File: src/rtl/panel_pkg.sv
// Shared geometry, widths and FSM encoding for the HUB75 64x64 scan driver.
package panel_pkg;
   localparam int COLS           = 64;
   localparam int HALF_ROWS      = 32;
   localparam int BPP            = 8;
   localparam int DEF_BASE_TICKS = 4;
   localparam int ADDR_W         = 12;
   localparam int PIX_W          = 24;
   localparam int COL_W          = $clog2(COLS);
   localparam int ROW_W          = $clog2(HALF_ROWS);
   localparam int PLANE_W        = $clog2(BPP);
   localparam int R_OFS          = 16;
   localparam int G_OFS          = 8;
   localparam int B_OFS          = 0;

   typedef enum logic [2:0] {
      ST_IDLE,
      ST_PREFETCH,
      ST_SHIFT,
      ST_LATCH,
      ST_DISPLAY
   } state_e;
endpackage

File: src/rtl/hub75_bcm_timer.sv
// Binary-code-modulation lit-time counter; with BRIGHTNESS_EN the lit window is
// scaled by brightness/256 while the overall display slot length stays fixed.
module hub75_bcm_timer
   import panel_pkg::*;
#(
   parameter int BASE_TICKS = DEF_BASE_TICKS
) (
   input  logic               clk,
   input  logic               rst_n,
   input  logic               load,
   input  logic [PLANE_W-1:0] plane,
`ifdef BRIGHTNESS_EN
   input  logic [7:0]         brightness,
`endif
   output logic               oe_active,
   output logic               done
);
   localparam int CNT_W = $clog2(BASE_TICKS << (BPP - 1)) + 1;

   logic [CNT_W-1:0] len_d;
   logic [CNT_W-1:0] count_q;
   logic             run_q;

   assign len_d = CNT_W'(BASE_TICKS) << plane;
   assign done  = run_q && (count_q == '0);

   always_ff @(posedge clk or negedge rst_n) begin
      if (!rst_n) begin
         run_q   <= 1'b0;
         count_q <= '0;
      end else if (load) begin
         run_q   <= 1'b1;
         count_q <= len_d - 1'b1;
      end else if (run_q) begin
         if (count_q == '0)
            run_q <= 1'b0;
         else
            count_q <= count_q - 1'b1;
      end
   end

`ifdef BRIGHTNESS_EN
   localparam int PROD_W = CNT_W + 8;

   logic [PROD_W-1:0] prod_d;
   logic [CNT_W-1:0]  tick_q;
   logic [CNT_W-1:0]  lit_q;

   // Full-width product so the >>8 never loses high bits.
   assign prod_d = PROD_W'(len_d) * PROD_W'(brightness);

   always_ff @(posedge clk or negedge rst_n) begin
      if (!rst_n) begin
         tick_q <= '0;
         lit_q  <= '0;
      end else if (load) begin
         tick_q <= '0;
         lit_q  <= CNT_W'(prod_d >> 8);
      end else if (run_q) begin
         tick_q <= tick_q + 1'b1;
      end
   end

   assign oe_active = run_q && (tick_q < lit_q);
`else
   assign oe_active = run_q;
`endif
endmodule

File: src/rtl/panel_scan_driver.sv
// HUB75 scan/BCM driver: prefetch, shift one bit-plane per row, latch, light.
// Optional BRIGHTNESS_EN adds a brightness[7:0] input that dims the lit window.
module panel_scan_driver
   import panel_pkg::*;
#(
   parameter int BASE_TICKS = DEF_BASE_TICKS
) (
   input  logic              clk,
   input  logic              rst_n,
   input  logic              enable,
`ifdef BRIGHTNESS_EN
   input  logic [7:0]        brightness,
`endif
   output logic [ADDR_W-1:0] addr_top,
   output logic [ADDR_W-1:0] addr_bottom,
   input  logic [PIX_W-1:0]  pix_top,
   input  logic [PIX_W-1:0]  pix_bottom,
   output logic              hub_r1,
   output logic              hub_g1,
   output logic              hub_b1,
   output logic              hub_r2,
   output logic              hub_g2,
   output logic              hub_b2,
   output logic              hub_clk,
   output logic              hub_lat,
   output logic              hub_oe_n,
   output logic [ROW_W-1:0]  hub_row,
   output logic              frame_start,
   output logic              busy
);
   state_e             state_q;
   logic               phase_q;
   logic [COL_W-1:0]   col_q;
   logic [ROW_W-1:0]   row_q;
   logic [PLANE_W-1:0] plane_q;
   logic [5:0]         data_q;
   logic               hub_clk_q, hub_lat_q, frame_start_q, busy_q;
   logic [ROW_W-1:0]   hub_row_q;

   logic [BPP-1:0]     r_top, g_top, b_top, r_bot, g_bot, b_bot;
   logic [5:0]         pix_bits_d;
   logic [COL_W-1:0]   acol_d;
   logic [ROW_W-1:0]   row_inc_d;
   logic               timer_oe, timer_done;

   for (genvar gi = 0; gi < BPP; gi++) begin : g_chan
      assign r_top[gi] = pix_top[R_OFS + gi];
      assign g_top[gi] = pix_top[G_OFS + gi];
      assign b_top[gi] = pix_top[B_OFS + gi];
      assign r_bot[gi] = pix_bottom[R_OFS + gi];
      assign g_bot[gi] = pix_bottom[G_OFS + gi];
      assign b_bot[gi] = pix_bottom[B_OFS + gi];
   end

   assign pix_bits_d = {r_top[plane_q], g_top[plane_q], b_top[plane_q],
                        r_bot[plane_q], g_bot[plane_q], b_bot[plane_q]};

   // Fetch runs one column ahead while shifting; the last column wraps to 0 and is discarded.
   assign acol_d      = (state_q == ST_SHIFT) ? col_q + 1'b1 : col_q;
   assign addr_top    = ADDR_W'(row_q) * ADDR_W'(COLS) + ADDR_W'(acol_d);
   assign addr_bottom = (ADDR_W'(row_q) + ADDR_W'(HALF_ROWS)) * ADDR_W'(COLS) + ADDR_W'(acol_d);
   assign row_inc_d   = (row_q == ROW_W'(HALF_ROWS - 1)) ? '0 : row_q + 1'b1;

   always_ff @(posedge clk or negedge rst_n) begin
      if (!rst_n) begin
         state_q       <= ST_IDLE;
         phase_q       <= 1'b0;
         col_q         <= '0;
         row_q         <= '0;
         plane_q       <= '0;
         data_q        <= '0;
         hub_clk_q     <= 1'b0;
         hub_lat_q     <= 1'b0;
         hub_row_q     <= '0;
         frame_start_q <= 1'b0;
         busy_q        <= 1'b0;
      end else begin
         frame_start_q <= 1'b0;
         case (state_q)
            ST_IDLE: begin
               if (enable) begin
                  state_q       <= ST_PREFETCH;
                  phase_q       <= 1'b0;
                  col_q         <= '0;
                  busy_q        <= 1'b1;
                  frame_start_q <= (row_q == '0) && (plane_q == '0);
               end
            end
            ST_PREFETCH: begin
               if (!phase_q) begin
                  phase_q <= 1'b1;
               end else begin
                  phase_q <= 1'b0;
                  data_q  <= pix_bits_d;
                  state_q <= ST_SHIFT;
               end
            end
            ST_SHIFT: begin
               if (!phase_q) begin
                  phase_q   <= 1'b1;
                  hub_clk_q <= 1'b1;
               end else begin
                  phase_q   <= 1'b0;
                  hub_clk_q <= 1'b0;
                  if (col_q == COL_W'(COLS - 1)) begin
                     data_q    <= '0;
                     col_q     <= '0;
                     hub_lat_q <= 1'b1;
                     hub_row_q <= row_q;
                     state_q   <= ST_LATCH;
                  end else begin
                     data_q <= pix_bits_d;
                     col_q  <= col_q + 1'b1;
                  end
               end
            end
            ST_LATCH: begin
               hub_lat_q <= 1'b0;
               state_q   <= ST_DISPLAY;
            end
            ST_DISPLAY: begin
               if (timer_done) begin
                  phase_q <= 1'b0;
                  // enable only matters once the whole row has shown every plane
                  if (plane_q == PLANE_W'(BPP - 1)) begin
                     plane_q <= '0;
                     row_q   <= row_inc_d;
                     if (enable) begin
                        state_q       <= ST_PREFETCH;
                        frame_start_q <= (row_inc_d == '0);
                     end else begin
                        state_q <= ST_IDLE;
                        busy_q  <= 1'b0;
                     end
                  end else begin
                     plane_q <= plane_q + 1'b1;
                     state_q <= ST_PREFETCH;
                  end
               end
            end
            default: state_q <= ST_IDLE;
         endcase
      end
   end

   hub75_bcm_timer #(
      .BASE_TICKS (BASE_TICKS)
   ) u_timer (
      .clk        (clk),
      .rst_n      (rst_n),
      .load       (state_q == ST_LATCH),
      .plane      (plane_q),
`ifdef BRIGHTNESS_EN
      .brightness (brightness),
`endif
      .oe_active  (timer_oe),
      .done       (timer_done)
   );

   assign {hub_r1, hub_g1, hub_b1, hub_r2, hub_g2, hub_b2} = data_q;
   assign hub_clk     = hub_clk_q;
   assign hub_lat     = hub_lat_q;
   assign hub_oe_n    = ~timer_oe;
   assign hub_row     = hub_row_q;
   assign frame_start = frame_start_q;
   assign busy        = busy_q;
endmodule
File: config.mk
export PLATFORM = sky130hd
export DESIGN_NAME = panel_scan_driver
export DESIGN_NICKNAME = d
export VERILOG_FILES = /design/src/rtl/panel_pkg.sv /design/src/rtl/hub75_bcm_timer.sv /design/src/rtl/panel_scan_driver.sv
export SDC_FILE = /design/constraint.sdc
export NUM_CORES = 1
export LEC_CHECK = 0
export CAP_MARGIN = 40
export CORE_MARGIN = 8
export CORE_UTILIZATION = 45
export CTS_BUF_LIST = sky130_fd_sc_hd__clkbuf_8
export DETAILED_ROUTE_END_ITERATION = 10
export GPL_ROUTABILITY_DRIVEN = 0
export PLACE_DENSITY_LB_ADDON = 0.15
export SLEW_MARGIN = 20
export SYNTH_ARGS = -nofsm -noshare
export SYNTH_HDL_FRONTEND = slang
export SYNTH_SLANG_ARGS = --single-unit
File: constraint.sdc
create_clock -name clk -period 3.2 [get_ports clk]
set_input_delay 0.64 -clock clk [delete_from_list [all_inputs] [get_ports clk]]
set_output_delay 0.64 -clock clk [all_outputs]
set_load 0.02 [all_outputs]
; Word level (Yosys, flattened, before mapping)
; Index checks and enable logic that the tools add are counted.
[word_totals]
register_bits = 44
memories = 0
ram_bits = 0
input_bits = 51
latchBits = 0
output_inout_bits = 40
romBits = 0
[op_classes]
order_cmp = 1
n_eq_ne = 15
muxes = 54
n_div = 0
mul = 0
reduce_logical = 24
n_bitwise = 1
n_addsub = 8
n_shift = 1
[ops]
columns = operator, n
row1 = 6-bit two-way mux, 7
row2 = 10-bit two-way mux, 3
row3 = 6-bit case mux with 2 select lines, 2
row4 = 1-bit two-way mux, 23
row5 = 3-bit two-way mux, 7
row6 = "10-bit by 1-bit subtractor with 10-bit output, second input constant", 2
row7 = 1-bit binary-select mux with 3-bit select, 6
row8 = 3-bit AND reduction, 6
row9 = 3-bit case mux with 5 select lines, 1
row10 = 11-bit by 6-bit adder with 12-bit output, 1
row11 = 12-bit by 6-bit adder with 12-bit output, 1
row12 = "2-bit inequality test, second input constant", 6
row13 = 10-bit logical NOT, 1
row14 = 5-bit logical NOT, 2
row15 = 5-bit AND reduction, 2
row16 = 2-bit nonzero test, 5
row17 = "3-bit by 3-bit << shifter with 10-bit output, first input constant", 1
row18 = "5-bit by 6-bit adder with 6-bit output, second input constant", 1
row19 = "6-bit by 1-bit adder with 6-bit output, second input constant", 1
row20 = "3-bit by 2-bit equality test with 1-bit output, second input constant", 2
row21 = "3-bit equality test, second input constant", 2
row22 = "6-bit equality test, second input constant", 1
row23 = 3-bit logical NOT, 2
row24 = 1-bit case mux with 2 select lines, 3
row25 = 13 further kinds, 16

; Longest topological paths before layout
[depth]
word_depth = 7
depth_mapped = 10
mapped_depth_nobuf = 8

; Cells and area by module
; Synthesis repeated with hierarchy kept, for this count alone.
[unflattened]
hier_cells = 302
hier_area_um2 = 3026.7
[by_module_without_submodules]
columns = mod, cells_each, n_inst, seq_area_each_um2, area_per_inst_um2
row1 = panel_scan_driver, 213, 1, 825.8, 2268.4
row2 = hub75_bcm_timer, 89, 1, 275.3, 758.2

; Worst setup path before layout
; No wires, ideal clock.
[synth_timing]
kind = flip-flop to flip-flop
from = reg plane_q[0]
to = reg u_timer.count_q[6]
t_arrival_ns = 2.195
setup_slack_ns = 0.881
path_stages_with_launch = 11
synth_period_minus_slack_ns = 2.319
setup_time_ns = 0.124
required_ns = 3.076
cell_sequence = dfrtp_1 clkbuf_1 buf_2 inv_1 ha_1 clkbuf_1 nor3_1 o21ai_0 o22ai_1 o21bai_1 a211o_1
[synth_via]
elab_chain_cells = 3
[synth_lines]
columns = item, line_no
row1 = "start, declared", panel_scan_driver.sv:35  ; logic [PLANE_W-1:0] plane_q;
row2 = "start signal, assigned", panel_scan_driver.sv:136  ; plane_q <= plane_q + 1'b1;
row3 = 3-bit by 3-bit << shifter with 10-bit output, hub75_bcm_timer.sv:24  ; assign len_d = CNT_W'(BASE_TICKS) << plane;
row4 = 10-bit by 1-bit subtractor with 10-bit output, hub75_bcm_timer.sv:33  ; count_q <= len_d - 1'b1;
row5 = 10-bit two-way mux, hub75_bcm_timer.sv:31  ; end else if (load) begin
row6 = "end signal, assigned", hub75_bcm_timer.sv:33
row7 = "end signal, assigned", hub75_bcm_timer.sv:38  ; count_q <= count_q - 1'b1;
row8 = "end, declared", hub75_bcm_timer.sv:21  ; logic [CNT_W-1:0] count_q;
; Every way passes these cells.
; A chain may end at the register's enable or synchronous reset.

; Worst setup path in the final report
[layout_timing]
from = reg state_q[0]
to = out addr_top[5]
[layout_via]
elab_chain_cells = 3
[layout_lines]
columns = item, line_no
row1 = "start, declared", panel_scan_driver.sv:31  ; state_e state_q;
row2 = "start signal, assigned", panel_scan_driver.sv:66  ; state_q <= ST_IDLE;
row3 = "start signal, assigned", panel_scan_driver.sv:82  ; state_q <= ST_PREFETCH;
row4 = "start signal, assigned", panel_scan_driver.sv:95  ; state_q <= ST_SHIFT;
row5 = 3-bit by 2-bit equality test with 1-bit output, panel_scan_driver.sv:59  ; assign acol_d = (state_q == ST_SHIFT) ? col_q + 1'b1 : col_q;
row6 = 6-bit two-way mux, panel_scan_driver.sv:59
row7 = 11-bit by 6-bit adder with 12-bit output, panel_scan_driver.sv:60  ; assign addr_top = ADDR_W'(row_q) * ADDR_W'(COLS) + ADDR_W'(acol_d);
row8 = "end, declared", panel_scan_driver.sv:14  ; output logic [ADDR_W-1:0] addr_top,
; Every way passes these cells.

==> out/results.txt <==
Cell chosen for the clock root = clkbuf_8
Startpoint types = flop
Switching share of power = 0.209
Setup TNS = 0 ns
Power Density = 273 nW/um2
Clock Power Share = 0.387
Met2 Track Usage GR = 0.268
Design area = 3990 um2
Routed WL = 7380 um
# resized after CTS = 0
CTS Buf Count = 5
GRT met1 Usage = 0.188
Worst-path cell chain = nor2_1 > nand2_1 > nor2_1 > xnor2_1 > clkdlybuf4s50_1
Main synth FF type = dfrtp_1
Worst r2r path cells = 8
# IOs = 91
Worst-path clk slew = 0.08 ns
Kind of critical path = reg2out
CP Depth = 5
Most Used Layer, Global Route = met2
Syn Area/Cell = 9.15 um2
Post-DP HPWL = 5780 um
Die area = 9610 um2
RSZ-0062 raised after global routing = no
LEAKAGE = 0.00172 uW
Sequential power share = 0.515
Outcome = finished, final reports clean
DRC viols = 0
Vias in the first global route = 2654
Met3 GRT Util = 0.0491
Max-slew violation count = 0
Hold buffer count at cts = 0
Critical path required time = 2.56 ns
Wirelength per Cell = 15.4 um
First drt pass iteration count = 4
Synthesized area = 3030 um2
Minimum clock period = 2.92 ns
Synth Instances = 331
Number of I/O port buffers = 88
First-pass GRT wire length = 12700 um
Largest net degree at the start of global routing = 30
P&R area growth vs syn = 31.6%
Period utilization = 0.913
Vias per cell = 5.49
CORE AREA = 6640 um2
Mapped Nets = 393
# setup viols final = 0
Worst path bufs/invs = 1
Worst r2r dst = u_timer.count_q[6]
Starting Density = 0.456
Yosys reg bits = 44
HP Class = in2async
Most common cell after layout, fill and taps aside = clkdlybuf4s50_1
Clk buf depth = 2
CTS tree = yes
Clock Sink Count = 44
Layout cells sized above 1 = 0.0850
Routed vias = 2633
Crit-path max FO = 14
Crit path from = state_q[0]
Placed Area = 3880 um2
Worst slew margin = 0.507
Setup crit end = addr_top[5]
H-tree depth = 2
Worst path top cell family by delay = simple AND/OR/NAND/NOR gates
Final nets = 461
Worst skew pair latency = 0.30 ns
Crit path arrival time = 2.28 ns
FP Rows = 30
CP peak stage delay = 0.64 ns
Die Span Y = 98.0 um
Antenna fix cells = 0
Slowest CP cell = clkdlybuf4s50_1
Fmax = 342 MHz
Setup Buffers After CTS = 0
Critical register-to-register path startpoint = state_q[0]
Register area share after synthesis = 0.363
Worst Skew = 0.00573 ns
GR Util All Layers = 0.158
Combinational power share = 0.098
Worst reg-to-reg setup slack = 0.91 ns
P_int = 862 uW
Most frequent CP cell = nor2_1
Initial antenna violation count = 0
Worst-Margin Slew = 0.736 ns
Most frequent cells in the layout = clkdlybuf4s50_1, dfrtp_1, nand2_1
Yosys warns = 0
Max IR drop VDD = 0.146 mV
DIE WIDTH = 98.0 um
Final number of hold-violating endpoints = 0
Yosys cell types = 49
Critical Path End Type = output port
Remaining antenna violation count = 0
Total gr overflow = 0
Asr flop ratio synth = 1.00
Psw = 227 uW
Iteration-0 DRC Markers = 74
Post-synth EDFFs = 0
Max_cap viols = 0
sequential cells by signal, summed over array words and instances, names as in the netlist:
signal / count
busy: 1
hub_row: 5
col_q: 6
phase_q: 1
hub_lat: 1
frame_start: 1
u_timer.count_q: 10
plane_q: 3
row_q: 5
u_timer.oe_active: 1
state_q: 3
hub_clk: 1
data_q: 6
worst register-to-register path: cells and delay by family (launching register included):
| kind | cells | cell delay, ns |
|---|---|---|
| and+or+nand+nor | 3 | 0.61 |
| AOI/OAI and AO/OA | 4 | 0.67 |
| adders and majority gates | 1 | 0.30 |
| DFF | 1 | 0.60 |
how the worst min path moves through the flow:
stage | depth (start not counted) | start | to
after floorplan | 0 | rst_n | busy
after global placement | 2 | hub_row[1] | hub_row[1]
after detailed placement | 2 | hub_row[1] | hub_row[1]
after CTS | 1 | rst_n | hub_row[3]
after global routing | 1 | rst_n | hub_row[4]
final | 1 | rst_n | hub_row[3]
layer usage:
| metal | part of all wire | vias up | wire (um) |
|---|---|---|---|
| li1 | - | 1313 | - |
| met1 | 0.45 | 1249 | 3320 |
| met2 | 0.49 | 65 | 3580 |
| met3 | 0.055 | 6 | 403 |
| met4 | 0.0098 | 0 | 72 |
| met5 | 0 | - | 0 |
layout make-up:
class	count	area [um2]
sequential	44	1100
timing repair buffer	92	918
clock buffer	5	68.8
tap	80	100
clock inverter	3	38.8
fill	579	2660
multi-input combinational	246	1720
inverter	10	37.5
cells by family after synthesis:
group,Yosys count,synth area share
AO/OA/AOI/OAI,68,0.130
XOR/XNOR,16,0.0463
adder cells (fa/ha/maj),12,0.0487
buffers and inverters,41,0.0686
flip-flops,44,0.363
multiplexers,26,0.139
other,2,0.00248
AND/OR/NAND/NOR,122,0.202
synthesized netlist by cell type, types with 11 or more instances:
master | n | share of area
a21oi_1 | 12 | 0.020
buf_4 | 13 | 0.032
clkbuf_1 | 13 | 0.016
dfrtp_1 | 44 | 0.36
ha_1 | 11 | 0.045
mux4_2 | 12 | 0.089
nand2_1 | 38 | 0.047
nand3_1 | 15 | 0.025
nor2_1 | 18 | 0.022
nor3_1 | 13 | 0.021
o21ai_0 | 35 | 0.058
xnor2_1 | 12 | 0.035
metrics by stage:
stage,std cells,util,hold WS (ns),setup slack (ns),total power [uW]
2_1_floorplan,331,-,0.344,0.881,598
6_report,480,0.600,0.249,0.279,1090
4_1_cts,480,0.600,0.257,0.261,1110
3_5_place_dp,472,0.584,0.469,0.594,681
3_3_place_gp,471,0.581,0.461,0.638,676
5_1_grt,480,0.600,0.270,0.106,1130
power groups by stage:
stage / logic (uW) / registers (uW) / clock network [uW]
6_report: 107 / 561 / 421
5_1_grt: 116 / 562 / 450
3_3_place_gp: 104 / 572 / 0
3_5_place_dp: 108 / 572 / 0
4_1_cts: 109 / 561 / 437
2_1_floorplan: 20.5 / 577 / 0
Note: power is estimated with default switching activity, not from simulation.
